<file path="config.mk">
export PLATFORM = sky130hd
export DESIGN_NAME = fetch_unit
export DESIGN_NICKNAME = d
export VERILOG_FILES = /design/src/rtl/core_pkg.sv /design/src/rtl/fetch_unit.sv
export SDC_FILE = /design/constraint.sdc
export NUM_CORES = 1
export LEC_CHECK = 0
export BUFFER_PORTS_ARGS = -buffer_cell sky130_fd_sc_hd__buf_2
export CELL_PAD_IN_SITES_DETAIL_PLACEMENT = 0
export CELL_PAD_IN_SITES_GLOBAL_PLACEMENT = 1
export CORE_ASPECT_RATIO = 0.9
export CORE_UTILIZATION = 38
export CTS_CLUSTER_DIAMETER = 40
export CTS_CLUSTER_SIZE = 10
export DETAILED_ROUTE_END_ITERATION = 10
export PLACE_DENSITY_LB_ADDON = 0.1
export SKIP_LAST_GASP = 1
export SLEW_MARGIN = 20
export SYNTH_ARGS = -nofsm -noshare
export SYNTH_HDL_FRONTEND = slang
export SYNTH_SLANG_ARGS = --single-unit
</file>
<file path="constraint.sdc">
create_clock -name clk -period 6.2 [get_ports clk]
set_clock_uncertainty 0.15 [all_clocks]
set_input_delay 0.93 -clock clk [delete_from_list [all_inputs] [get_ports clk]]
set_output_delay 0.93 -clock clk [all_outputs]
set_load 0.1 [all_outputs]
</file>
<file path="src/rtl/core_pkg.sv">
// Shared types for the core pipeline.
// Fetch FSM states, fault causes and instruction size.
package core_pkg;

    typedef enum logic [1:0] {
        BOOT = 2'd0,
        RUN  = 2'd1,
        HALT = 2'd2
    } fetch_state_e;

    typedef enum logic [1:0] {
        FAULT_NONE       = 2'd0,
        FAULT_MISALIGNED = 2'd1,
        FAULT_RANGE      = 2'd2
    } fetch_fault_e;

    localparam int unsigned INSTR_BYTES = 4;

endpackage

</file>
<file path="src/rtl/fetch_unit.sv">
// PC register and fetch stage of the single-cycle core.
// Zero-latency fetch, stall/redirect handling, sticky fault.
module fetch_unit
    import core_pkg::*;
#(
    parameter logic [31:0] RESET_VECTOR = 32'h0000_0000,
    parameter int unsigned IMEM_WORDS   = 1024
) (
    input  logic        clk,
    input  logic        reset_n,
    input  logic        stall_i,
    input  logic        redirect_i,
    input  logic [31:0] redirect_target_i,
    output logic        instr_mem_req_o,
    output logic [31:0] instr_mem_addr_o,
    input  logic [31:0] instr_mem_data_i,
    output logic [31:0] instr_o,
    output logic [31:0] pc_o,
    output logic [31:0] pc_plus4_o,
    output logic        instr_valid_o,
    output logic        fault_o,
    output logic [1:0]  fault_cause_o,
    output logic [31:0] fault_addr_o,
    output logic [31:0] fetch_count_o
);

    // 33-bit limit so a 4 GiB memory still compares correctly
    localparam logic [32:0] LIMIT = 33'(IMEM_WORDS) * 33'(INSTR_BYTES);

    fetch_state_e state_q;
    fetch_fault_e cause_q;
    logic [31:0]  pc_q;
    logic [31:0]  faddr_q;
    logic [31:0]  count_q;
    logic         fault_q;

    logic [31:0]  pc_inc;
    logic [31:0]  next_pc;
    logic         fetch;
    logic         load;
    logic         misal;
    logic         range;

    assign pc_inc  = pc_q + 32'(INSTR_BYTES);
    assign next_pc = redirect_i ? redirect_target_i : pc_inc;
    assign misal   = next_pc[1:0] != 2'b00;
    assign range   = {1'b0, next_pc} >= LIMIT;

    // Redirect overrides a stall; a plain stall holds the PC
    assign load  = redirect_i | ~stall_i;
    assign fetch = (state_q == RUN) & ~stall_i;

    assign instr_mem_req_o  = fetch;
    assign instr_mem_addr_o = pc_q;
    assign instr_valid_o    = fetch;
    assign instr_o          = fetch ? instr_mem_data_i : 32'h0;
    assign pc_o             = pc_q;
    assign pc_plus4_o       = pc_inc;
    assign fault_o          = fault_q;
    assign fault_cause_o    = cause_q;
    assign fault_addr_o     = faddr_q;
    assign fetch_count_o    = count_q;

    // FSM, PC register and fault latch
    always_ff @(posedge clk or negedge reset_n) begin
        if (!reset_n) begin
            state_q <= BOOT;
            pc_q    <= RESET_VECTOR;
            fault_q <= 1'b0;
            cause_q <= FAULT_NONE;
            faddr_q <= 32'h0;
        end else begin
            unique case (state_q)
                BOOT: state_q <= RUN;
                RUN: begin
                    if (load) begin
                        if (misal) begin
                            state_q <= HALT;
                            fault_q <= 1'b1;
                            cause_q <= FAULT_MISALIGNED;
                            faddr_q <= next_pc;
                        end else if (range) begin
                            state_q <= HALT;
                            fault_q <= 1'b1;
                            cause_q <= FAULT_RANGE;
                            faddr_q <= next_pc;
                        end else begin
                            pc_q <= next_pc;
                        end
                    end
                end
                HALT: state_q <= HALT;
                default: state_q <= BOOT;
            endcase
        end
    end

    // Saturating count of valid fetches
    always_ff @(posedge clk or negedge reset_n) begin
        if (!reset_n) begin
            count_q <= 32'h0;
        end else if (fetch && count_q != 32'hFFFF_FFFF) begin
            count_q <= count_q + 32'd1;
        end
    end

endmodule

</file>
After elaboration in Yosys (flattened, before gate mapping). Index checks and enable logic that the tools add are counted.

Bits in registers: 101. Bits of input ports: 68. Word-level logic and storage cells: 37.

$add $sub $neg: 2. $lt $le $gt $ge: 1. Equal/unequal tests: 5. Multiplexer cells: 11. Bitwise gates (word level): 5. Reductions and logical operators: 7.

Operators by type and width (count): $mux 32 (4); $add 32x1->32 const B (1); $add 32x3->32 const B (1); $ge 32x13->1 const B (1); $ne 32x32->1 const B (1); $mux 2 (4); $pmux 2 s3 (1); $reduce_and 4->1 (1); $reduce_bool 2->1 (2); $ne 3x3->1 const B (1); $not 1->1 (3); $reduce_and 3->1 (1); $eq 2x1->1 const B (1); $eq 2x2->1 const B (1); $logic_not 2->1 (1); $mux 1 (2); $ne 2x2->1 const B (1); $reduce_and 2->1 (1); $and 1x1->1 (1); $logic_and 1x1->1 (1); $or 1x1->1 (1).

Depth between registers and ports, before layout. Gate-level depths: netlist (run 1).

Depth in word-level cells: 7. Gate-level depth with buffers: 13.

Least setup slack after synthesis (run 1). No wires, ideal clock.

Path type: reg-to-reg. Start: register pc_q[10] (netlist: instr_mem_addr_o[10]). End: register faddr_q[10] (netlist: fault_addr_o[10]). Library setup time: 125 ps. Data arrival time: 5033 ps. Path slack: 891 ps. Cell stages (with the launch flop): 11. Path buffers: 2. Cell sequence: dfrtp_1 -> nand3_2 -> or4_1 -> buf_2 -> xnor2_1 -> mux2i_1 -> nand4_1 -> nor4_2 -> nor2_1 -> buf_2 -> mux2_2.

Cells in the longest elaborated chain, start to end: 5. Elaborated cells between the ends (all ways): 7.

Ends and longest elaborated chain: from (decl) (RTL line fetch_unit.sv:32) `logic [31:0] pc_q;`; from (signal assigned) (RTL line fetch_unit.sv:88) `pc_q <= next_pc;`; $add 32x3->32 (RTL line fetch_unit.sv:44) `assign pc_inc = pc_q + 32'(INSTR_BYTES);`; named net pc_plus4_o[15] (RTL line fetch_unit.sv:19) `output logic [31:0] pc_plus4_o,`; $mux 32 (RTL line fetch_unit.sv:45) `assign next_pc = redirect_i ? redirect_target_i : pc_inc;`; $ge 32x13->1 (RTL line fetch_unit.sv:47) `assign range = {1'b0, next_pc} >= LIMIT;`; $reduce_bool 2->1 (no line); $reduce_and 3->1 (no line); to (signal assigned) (RTL line fetch_unit.sv:81) `faddr_q <= next_pc;`; to (signal assigned) (RTL line fetch_unit.sv:86) `faddr_q <= next_pc;`; to (decl) (RTL line fetch_unit.sv:33) `logic [31:0] faddr_q;`.

The timed path passes the listed nets, and every way through them passes these cells. The select of a mux whose other input is x is not followed. A chain may end at the register's enable or synchronous reset.

Worst setup path in the final report (run 1).
Start: input redirect_i. End: register pc_q[7] (netlist: instr_mem_addr_o[7]).

Cells in the longest elaborated chain, start to end: 4. Elaborated cells between the ends (all ways): 7.

Ends and longest elaborated chain: from (decl) (RTL line fetch_unit.sv:12) `input logic redirect_i,`; $mux 32 (RTL line fetch_unit.sv:45); $ge 32x13->1 or $reduce_bool 2->1 (tied branches) (RTL line fetch_unit.sv:47, fetch_unit.sv:46); $not 1->1 (no line); $reduce_and 4->1 (no line).

Several ways; a longest one is shown, not always the timed one.

==> load_flow_metrics.sql, run 1 <==
INSERT INTO impl_metrics (metric_group, metric, value, unit) VALUES
('worst_setup_path', 'worst_setup_path_startpoint', 'redirect_i', ''),
('worst_setup_path', 'start_kind', 'input pin', ''),
('logic_synthesis', 'synth.ff_latch_count', '101', ''),
('route', 'remaining_number_of_nets_flagged_by_the_antenna_check_after_routing', '0', ''),
('timing', 'maxSlewHeadroom', '37.3', '%'),
('logic_synthesis', 'synth_edf_count', '0', ''),
('floorplan', 'design.die.area', '0.0157', 'mm2'),
('floorplan', 'die_y', '119', 'um'),
('worst_setup_path', 'endpoint', 'instr_mem_addr_o[7]', ''),
('worst_setup_path', 'critical_path_depth', '10', ''),
('worst_setup_path', 'critical-path-slowest-cell', 'nand3_2', ''),
('floorplan', 'floorplan.die.width', '132', 'um'),
('logic_synthesis', 'synthCells', '575', ''),
('timing', 'grt_setup_unrepaired', 'false', ''),
('route', 'avgRoutedWirePerCell', '17.6', 'um'),
('global_routing', 'vias_in_the_first_global_route', '4895', ''),
('clock_network', 'postCtsSetupBuffers', '0', ''),
('clock_network', 'cts_buffers', '9', ''),
('outcome', 'run_status', 'completed', ''),
('logic_synthesis', 'count_of_unique_library_cells_instantiated_by_yosys', '49', ''),
('placed_design', 'io_buffer_count', '264', ''),
('clock_network', 'hold_buffers', '0', ''),
('route', 'mean_number_of_vias_per_cell', '5.11', ''),
('logic_synthesis', 'synth_area_per_cell', '10.1', 'um2'),
('layout', 'layout.nets', '863', ''),
('logic_synthesis', 'seq_area_frac_synth', '43.7', '%'),
('route', 'initialDrtViolationCount', '298', ''),
('logic_synthesis', 'synthesis.nets', '647', ''),
('logic_synthesis', 'ys.warnings.count', '0', ''),
('timing', 'final.setup.tns', '0', 'ns'),
('timing', 'timing.final.crit_period', '4.78', 'ns'),
('placed_design', 'place.gp.congestion', '0.860', ''),
('route', 'via_count', '5075', ''),
('clock_network', 'clock_sink_count', '101', ''),
('global_routing', 'grt_antenna_before_repair', '0', ''),
('worst_setup_path', 'path_class', 'in2reg', ''),
('worst_setup_path', 'timing.critical_path.buf_inv', '3', ''),
('logic_synthesis', 'synthMostInstantiatedCell', 'dfrtp_1', ''),
('timing', 'timing.final.crit_share', '77.1', '%'),
('global_routing', 'grt_first_pass_wirelength', '27.2', 'mm'),
('placed_design', 'dp_worst_setup_slack', '1.06', 'ns'),
('floorplan', 'core_area', '0.0148', 'mm2'),
('logic_synthesis', 'synthFlopType', 'dfrtp_1', ''),
('logic_synthesis', 'yosys-top-cells-area', 'dfrtp_1 44%, and2_1 5.6%, mux2_2 5.3%', ''),
('worst_setup_path', 'r2r_setup_slack', '1.60', 'ns'),
('worst_setup_path', 'critical_path_arrival', '4.86', 'ns'),
('layout', 'finish.cell_count_without_fillers', '994', ''),
('timing', 'hold_violations', '0', ''),
('timing', 'timing_worst_slew_pin_value', '0.932', 'ns'),
('logic_synthesis', 'netlist_area', '0.00579', 'mm2'),
('layout', 'syn_to_final_growth', '26.8', '%'),
('layout', 'drive_gt1_share', '42.1', '%'),
('timing', 'timing_max_transition_violations_final', '0', ''),
('worst_setup_path', 'critical_path.reg2reg.endpoint', 'instr_mem_addr_o[7]', ''),
('route', 'drt-total-wl', '17.5', 'mm'),
('global_routing', 'largest_net_degree_at_the_start_of_global_routing', '55', ''),
('logic_synthesis', 'post-synth-top-area-cell', 'dfrtp_1', ''),
('worst_setup_path', 'crit_family', 'buffers and inverters', ''),
('logic_synthesis', 'async_reset_ff_share', '100', '%'),
('route', 'drc_errors', '0', ''),
('route', 'detail_route.first_pass.iterations', '4', ''),
('logic_synthesis', 'synth_top_cell_area_share', '43.7', '%'),
('worst_setup_path', 'crit_required', '6.28', 'ns'),
('placed_design', 'placed_cells_incl_taps', '978', ''),
('power_and_ir_drop', 'power_leakage', '3.91', 'nW'),
('flow_run', 'drv_cap', '0', ''),
('layout', 'insertedDiodeCount', '0', ''),
('floorplan', 'boundaryPins', '265', ''),
('worst_setup_path', 'path_max_fanout', '38', ''),
('timing', 'final.setup.worst_slack', '1.42', 'ns'),
('worst_setup_path', 'critPathMaxStageDelay', '0.56', 'ns');
cell usage in the layout (no fill, tap or decap), drive strengths merged, types with 4 or more instances in the layout:
master,count
and3,5
nand3,26
nand2b,7
a31oi,6
o31a,4
mux2i,11
and4,7
xnor2,33
mux2,36
nor4,13
and2,52
buf,269
nand4,20
or2,6
inv,15
clkbuf,10
nand2,29
o21ai,34
o31ai,16
xor2,20
nor2b,6
nor3,9
ha,4
dfrtp,101
nor2,27
how the worst min path moves through the flow:
stage | startpoint | to | slack (ns) | cells past startpoint
3_5_place_dp | fault_o | fault_o | 0.31 | 1
5_1_grt | fault_o | fault_o | 0.34 | 1
2_1_floorplan | state_q[1] | state_q[1] | 0.33 | 1
3_3_place_gp | fault_o | fault_o | 0.30 | 1
6_report | fault_o | fault_o | 0.31 | 1
4_1_cts | fault_o | fault_o | 0.32 | 1
power by group:
group | internal [mW] | switching [mW]
clock | 0.358 | 0.255
combinational | 0.239 | 1.22
sequential | 0.778 | 0.0766
metrics by stage:
stage | hold slack, ns | cell area, um2 | power [mW] | utilization, %
after floorplan | 0.331 | 5790 | 2.08 | -
after global placement | 0.300 | 7020 | 2.32 | 47.3
after detailed placement | 0.307 | 7020 | 2.33 | 47.3
after CTS | 0.323 | 7340 | 2.95 | 49.5
after global routing | 0.342 | 7340 | 3.04 | 49.6
final | 0.313 | 7340 | 2.93 | 49.6
sequential cells by signal (all words and copies together), names as in the netlist:
name              cells
fault_addr_o         32
fault_o               1
fault_cause_o         2
fetch_count_o        32
instr_mem_addr_o     32
state_q               2
area by class of cell:
type / count / area (um2)
Fill cell: 1431 / 7480
Multi-Input combinational cell: 397 / 2840
Sequential cell: 101 / 2530
Timing Repair Buffer: 269 / 1360
Tap cell: 198 / 248
Clock buffer: 10 / 229
Clock inverter: 6 / 93.8
Inverter: 13 / 48.8
cell families (layout without fill, tap and decap cells):
logic type / after synthesis / in the layout / share of synthesized area [%]
DFF: 101 / 101 / 43.7
muxes: 47 / 47 / 9.49
and+or+nand+nor: 213 / 213 / 21.0
adders and majority gates: 4 / 4 / 0.865
buffers and inverters: 77 / 298 / 7.65
AOI/OAI and AO/OA: 80 / 80 / 9.32
xor gates and xnor gates: 53 / 53 / 8.02
metal layers:
| metal | up-vias | global-route usage, % | share of wire, % |
|---|---|---|---|
| li1 | 2426 | - | - |
| met1 | 2415 | 29.3 | 45 |
| met2 | 211 | 36.5 | 47 |
| met3 | 23 | 4.85 | 6.5 |
| met4 | 0 | 7.34 | 1.9 |
| met5 | - | 0 | 0 |
No activity file was read; power rests on OpenSTA's default activity.
==> run 2, diff against run 1 <==
--- a/config.mk
+++ b/config.mk
@@ -9,7 +9,7 @@
 export CELL_PAD_IN_SITES_DETAIL_PLACEMENT = 0
 export CELL_PAD_IN_SITES_GLOBAL_PLACEMENT = 1
 export CORE_ASPECT_RATIO = 0.9
-export CORE_UTILIZATION = 38
+export CORE_UTILIZATION = 35
 export CTS_CLUSTER_DIAMETER = 40
 export CTS_CLUSTER_SIZE = 10
 export DETAILED_ROUTE_END_ITERATION = 10
==> constraint.sdc (replaced) <==
create_clock -name clk -period 4.8 [get_ports clk]
set_clock_uncertainty 0.15 [all_clocks]
set_input_delay 0.72 -clock clk [delete_from_list [all_inputs] [get_ports clk]]
set_output_delay 0.72 -clock clk [all_outputs]
set_load 0.1 [all_outputs]
==> run 2 against run 1 <==
  * Clock-buffer cell count up 1
  * Sequential share of layout area fell by 0.35 points
  * Power is 30% higher
  * Critical path depth unchanged
  * Worst hold slack worse by 0.035 ns
  * Setup slack worse by 0.68 ns
  * First-iteration DRC count up 48%
  * Global-route usage is 0.15 points lower
  * Clock power rose by 26%
  * Core utilization shrank 3.6 points
  * Via count rose by 2.6%
==> load_flow_metrics.sql, run 2 (synthesis gave the netlist of run 1 again) <==
INSERT INTO impl_metrics (metric_group, metric, value, unit) VALUES
('timing', 'timing.final.crit_share', '84.7', '%'),
('timing', 'grt_setup_unrepaired', 'false', ''),
('timing', 'fmax', '0.246', 'GHz'),
('worst_setup_path', 'start_kind', 'flop', ''),
('timing', 'final-setup-viol-count', '0', ''),
('layout', 'layout.nets', '867', ''),
('worst_setup_path', 'path_max_fanout', '20', ''),
('route', 'avgRoutedWirePerCell', '18.6', 'um'),
('worst_setup_path', 'worst_setup_path_startpoint', 'instr_mem_addr_o[2]', ''),
('flow_run', 'drv_cap', '0', ''),
('timing', 'hold_violations', '0', ''),
('worst_setup_path', 'worst_r2r_startpoint', 'instr_mem_addr_o[2]', ''),
('layout', 'syn_to_final_growth', '28.1', '%'),
('clock_network', 'cts-root-buf', 'clkbuf_16', ''),
('clock_network', 'cts_buffers', '9', ''),
('timing', 'final.setup.tns', '0', 'ns'),
('global_routing', 'all_layer_global_routing_usage', '22.2', '%'),
('placed_design', 'io_buffer_count', '264', ''),
('floorplan', 'floorplan.die.width', '138', 'um'),
('clock_network', 'cts_repair_resize_count', '0', ''),
('min_path', 'holdCritPathClass', 'in2async', ''),
('timing', 'final.setup.worst_slack', '0.735', 'ns'),
('clock_network', 'clock_sink_count', '101', ''),
('route', 'remaining_number_of_nets_flagged_by_the_antenna_check_after_routing', '0', ''),
('clock_network', 'worstSkewPairLatency', '0.35', 'ns'),
('timing', 'timing_max_transition_violations_final', '0', ''),
('timing', 'maxSlewHeadroom', '39.1', '%'),
('global_routing', 'grt_overflow', '0', ''),
('route', 'mean_number_of_vias_per_cell', '5.16', ''),
('placed_design', 'dp_worst_setup_slack', '0.689', 'ns'),
('floorplan', 'site_row_count', '44', ''),
('global_routing', 'grt_antenna_before_repair', '2', ''),
('placed_design', 'place.gp.congestion', '0.874', ''),
('global_routing', 'vias_in_the_first_global_route', '4843', ''),
('global_routing', 'grt_first_pass_wirelength', '27.8', 'mm'),
('route', 'drt-total-wl', '18.8', 'mm'),
('timing', 'hold_ws', '0.278', 'ns'),
('timing', 'timing.final.crit_period', '4.06', 'ns'),
('layout', 'most-common-layout-cells', '263 x buf_2, 101 x dfrtp_1, 52 x and2_1', ''),
('floorplan', 'core_area', '0.0161', 'mm2'),
('route', 'routedLengthMet1', '8.06', 'mm'),
('clock_network', 'tritoncts', 'built', ''),
('route', 'top_layer_used', 'met4', ''),
('clock_network', 'ctsHtreeMaxLevel', '3', ''),
('power_and_ir_drop', 'power', '3.80', 'mW'),
('route', 'initialDrtViolationCount', '440', ''),
('route', 'met3_wirelength', '1.52', 'mm'),
('worst_setup_path', 'timing.critical_path.to_type', 'flop', ''),
('layout', 'nFillCells', '1591', ''),
('worst_setup_path', 'critical_path_arrival', '4.15', 'ns'),
('layout', 'regArea', '0.00253', 'mm2'),
('floorplan', 'design.die.area', '0.0171', 'mm2'),
('floorplan', 'boundaryPins', '265', ''),
('route', 'detail_route.first_pass.iterations', '5', ''),
('floorplan', 'die_y', '124', 'um'),
('floorplan', 'initial_core_util', '35.9', '%'),
('clock_network', 'postCtsSetupBuffers', '0', ''),
('layout', 'multiInputGateArea', '0.00288', 'mm2'),
('clock_network', 'hold_buffers', '0', ''),
('power_and_ir_drop', 'ir_drop', '0.592', 'mV'),
('power_and_ir_drop', 'power_leakage', '3.95', 'nW'),
('route', 'via_count', '5209', ''),
('layout', 'layout_commonest_cell', 'buf_2', ''),
('power_and_ir_drop', 'areal_power_density_over_the_cells', '513', 'mW/mm2'),
('worst_setup_path', 'crit_required', '4.89', 'ns'),
('route', 'routed-wl-met2', '8.72', 'mm'),
('clock_network', 'ctsLongestPathBuffers', '2', ''),
('layout', 'drive_gt1_share', '43.3', '%'),
('clock_network', 'path_clk_slew', '0.07', 'ns'),
('route', 'drc_errors', '0', ''),
('global_routing', 'largest_net_degree_at_the_start_of_global_routing', '64', ''),
('placed_design', 'dpl.hpwl', '14.6', 'mm'),
('worst_setup_path', 'path_class', 'reg2reg', ''),
('timing', 'timing_worst_slew_pin_value', '0.912', 'ns'),
('outcome', 'run_status', 'completed', '');
[run 2: cell count changes in the layout (fill, tap and decap cells not counted), sizes merged]
cell    before  now
bufinv       2    1
inv         15   16
clkinv       1    0
buf        269  273
diode        0    2
clkbuf      10   11
[run 2: cell type report]
type | count | area share [%]
clock buffers | 11 | 3.27
inverters | 13 | 0.658
repair buffers | 273 | 18.8
clock inverters | 5 | 0.894
flip-flops and latches | 101 | 34.1
multi-input cells | 397 | 38.8
well taps | 207 | 3.49
diodes | 2 | 0.0675
[run 2: critical path: stages, from the launching register on]
cell and delay, ns:
dfrtp_1 0.49, ha_1 0.27, nand4_2 0.28, nor4_2 0.61, a31oi_1 0.14, a2111oi_0 0.45, nand4_1 0.22, nor4_4 0.34
nand3_2 0.48, buf_4 0.36, and2_1 0.16
[run 2: through the flow]
| stage | utilization, % | instances | area (um2) |
|---|---|---|---|
| floorplan | - | 575 | 5830 |
| global placement | 44.0 | 991 | 7100 |
| detailed placement | 44.0 | 991 | 7100 |
| CTS | 46.0 | 1007 | 7410 |
| global route | 46.0 | 1009 | 7420 |
| finish | 46.0 | 1009 | 7420 |
[run 2: path summary, 6_finish.rpt]
path / to / slack (ns) / cells after the start
worst max register to register: instr_mem_addr_o[24] / 0.74 / 10
worst min-delay path: instr_mem_addr_o[20] / 0.28 / 1
worst min register to register: fault_o / 0.31 / 1
min in group clk: fault_o / 0.31 / 1
max in group asynchronous: fetch_count_o[1] / 3.12 / 2
worst max-delay path: instr_mem_addr_o[24] / 0.74 / 10
[run 2: power by group]
part	total, mW	internal [mW]	leakage (nW)	switching, mW
Combinational	1.94	0.308	2.49	1.63
Clock	0.769	0.427	0.149	0.342
Sequential	1.10	1.00	1.32	0.0924
[run 2: routing by layer]
| metal | up-vias | track usage (%) |
|---|---|---|
| met3 | 22 | 7.12 |
| li1 | 2437 | - |
| met2 | 230 | 35.8 |
| met5 | - | 0 |
| met4 | 0 | 6.94 |
| met1 | 2520 | 28.1 |
==> run 3, diff against run 2 <==
--- a/config.mk
+++ b/config.mk
@@ -9,7 +9,7 @@
 export CELL_PAD_IN_SITES_DETAIL_PLACEMENT = 0
 export CELL_PAD_IN_SITES_GLOBAL_PLACEMENT = 1
 export CORE_ASPECT_RATIO = 0.9
-export CORE_UTILIZATION = 35
+export CORE_UTILIZATION = 31
 export CTS_CLUSTER_DIAMETER = 40
 export CTS_CLUSTER_SIZE = 10
 export DETAILED_ROUTE_END_ITERATION = 10
==> constraint.sdc (replaced) <==
create_clock -name clk -period 3.65 [get_ports clk]
set_clock_uncertainty 0.15 [all_clocks]
set_input_delay 0.5475 -clock clk [delete_from_list [all_inputs] [get_ports clk]]
set_output_delay 0.5475 -clock clk [all_outputs]
set_load 0.1 [all_outputs]
==> run 3 against run 2 <==
  * Sequential share of layout area is 1.8 points lower
  * Final cell count is 6.2% higher
  * Critical path depth is 4 lower
  * Largest power group unchanged
  * Critical path type is now reg2out
==> load_flow_metrics.sql, run 3 (synthesis gave the netlist of run 1 again) <==
INSERT INTO impl_metrics (metric_group, metric, value, unit) VALUES
('floorplan', 'initial_core_util', '31.6', '%'),
('layout', 'layout.nets', '894', ''),
('timing', 'timing.final.crit_share', '94.1', '%'),
('layout', 'layout_commonest_cell', 'buf_2', ''),
('layout', 'layout.core_utilization', '43.7', '%'),
('timing', 'grt_setup_unrepaired', 'false', ''),
('timing', 'fmax', '0.291', 'GHz'),
('route', 'detail_route.first_pass.iterations', '6', ''),
('placed_design', 'placed_cells_incl_taps', '1056', ''),
('worst_setup_path', 'path_class', 'reg2out', ''),
('floorplan', 'floorplan.die.width', '146', 'um'),
('clock_network', 'ctsHtreeMaxLevel', '3', ''),
('timing', 'final-setup-viol-count', '0', ''),
('floorplan', 'core_area', '0.0183', 'mm2'),
('clock_network', 'tritoncts', 'built', ''),
('route', 'remaining_number_of_nets_flagged_by_the_antenna_check_after_routing', '0', ''),
('timing', 'hold_ws', '0.0904', 'ns'),
('worst_setup_path', 'timing.critical_path.to_type', 'primary output', ''),
('layout', 'postLayoutCellArea', '0.00802', 'mm2'),
('flow_run', 'drv_cap', '0', ''),
('route', 'mean_number_of_vias_per_cell', '4.96', ''),
('timing', 'timing_max_transition_violations_final', '0', ''),
('route', 'avgRoutedWirePerCell', '18.2', 'um'),
('route', 'drc_errors', '0', ''),
('timing', 'timing.final.crit_period', '3.44', 'ns'),
('placed_design', 'dpl.hpwl', '15.3', 'mm'),
('layout', 'most-common-layout-cells', '260 x buf_2, 82 x dfrtp_1, 52 x and2_1', ''),
('global_routing', 'all_layer_global_routing_usage', '20.4', '%'),
('layout', 'multiInputGateArea', '0.00310', 'mm2'),
('clock_network', 'clock_sink_count', '101', ''),
('layout', 'syn_to_final_growth', '38.5', '%'),
('worst_setup_path', 'start_kind', 'flop', ''),
('outcome', 'run_status', 'completed', ''),
('power_and_ir_drop', 'areal_power_density_over_the_cells', '624', 'mW/mm2'),
('global_routing', 'grt_first_pass_wirelength', '30.2', 'mm'),
('global_routing', 'largest_net_degree_at_the_start_of_global_routing', '82', ''),
('timing', 'maxSlewHeadroom', '47.5', '%'),
('timing', 'final.setup.tns', '0', 'ns'),
('power_and_ir_drop', 'power_leakage', '4.16', 'nW'),
('layout', 'insertedDiodeCount', '0', ''),
('global_routing', 'grt_overflow', '0', ''),
('layout', 'nFillCells', '1858', ''),
('route', 'via_count', '5318', ''),
('placed_design', 'placed_cell_areas', '0.00766', 'mm2'),
('worst_setup_path', 'path_max_fanout', '8', ''),
('floorplan', 'design.die.area', '0.0192', 'mm2'),
('timing', 'timing_worst_slew_pin_value', '0.787', 'ns'),
('clock_network', 'path_clk_slew', '0.07', 'ns'),
('placed_design', 'io_buffer_count', '264', ''),
('worst_setup_path', 'critical_path_arrival', '2.74', 'ns'),
('global_routing', 'grt_antenna_before_repair', '0', ''),
('floorplan', 'site_row_count', '47', ''),
('layout', 'drive_gt1_share', '49.3', '%'),
('clock_network', 'worstSkewPairLatency', '0.35', 'ns'),
('layout', 'finish.cell_count_without_fillers', '1072', ''),
('clock_network', 'ctsLongestPathBuffers', '2', ''),
('route', 'initialDrtViolationCount', '278', ''),
('min_path', 'holdCritPathClass', 'in2async', ''),
('worst_setup_path', 'crit_required', '2.95', 'ns'),
('power_and_ir_drop', 'ir_drop', '0.523', 'mV'),
('clock_network', 'hold_buffers', '0', ''),
('floorplan', 'boundaryPins', '265', ''),
('layout', 'regArea', '0.00259', 'mm2'),
('clock_network', 'cts-root-buf', 'clkbuf_16', ''),
('clock_network', 'cts_buffers', '9', ''),
('floorplan', 'die_y', '132', 'um'),
('timing', 'hold_violations', '0', ''),
('route', 'drt-total-wl', '19.5', 'mm'),
('placed_design', 'place.gp.congestion', '0.839', ''),
('global_routing', 'vias_in_the_first_global_route', '5176', '');
run 3: metal layers:
metal	up-vias	wire [um]	track usage, %	part of all wire [%]
met3	23	1130	3.40	5.8
li1	2488	-	-	-
met5	-	0	0	0
met4	0	427	6.02	2.2
met2	227	9040	32.8	46
met1	2580	8910	28.0	46
run 3: critical path, stage by stage, from the launching register on:
cell     delay (ns)
dfrtp_2        0.47
nand4_1        0.23
or4_4          0.53
buf_4          0.20
nor3_1         0.27
xor2_2         0.21
buf_2          0.46
run 3: layout make-up:
cell class / instances / area share, %
Clock buffer: 10 / 2.85
Clock inverter: 6 / 1.17
Inverter: 13 / 0.608
Multi-Input combinational cell: 397 / 38.6
Sequential cell: 101 / 32.3
Tap cell: 245 / 3.82
Timing Repair Buffer: 300 / 20.6
run 3: path summary, 6_finish.rpt:
| path | startpoint | end | slack, ns | depth (start not counted) |
|---|---|---|---|---|
| max | instr_mem_addr_o[5] | pc_plus4_o[23] | 0.21 | 6 |
| min | reset_n | fault_addr_o[28] | 0.09 | 1 |
| max reg2reg | instr_mem_addr_o[5] | state_q[0] | 0.22 | 10 |
| min reg2reg | fault_o | fault_o | 0.32 | 1 |
| max in group asynchronous | reset_n | instr_mem_addr_o[17] | 2.40 | 2 |
| min in group clk | fault_o | fault_o | 0.32 | 1 |
run 3: metrics by stage:
stage / power (mW) / setup WS (ns)
after floorplan: 3.54 / -0.00154
after global placement: 3.96 / -0.0635
after detailed placement: 3.98 / -0.0409
after CTS: 5.05 / 0.0169
after global routing: 5.19 / 0.0164
final: 5.01 / 0.214
run 3: report_power, final:
group	internal [mW]	total, mW	switching (mW)
clock	0.608	1.06	0.450
sequential	1.32	1.45	0.130
combinational	0.410	2.50	2.09
total	2.34	5.01	2.67
run 3: timing repair:
| action | in CTS | in global routing |
|---|---|---|
| resized for setup | 1 | 7 |
| buffers inserted | 0 | 0 |
| setup endpoints to repair | 15 | 66 |
| pin swaps | 0 | 1 |
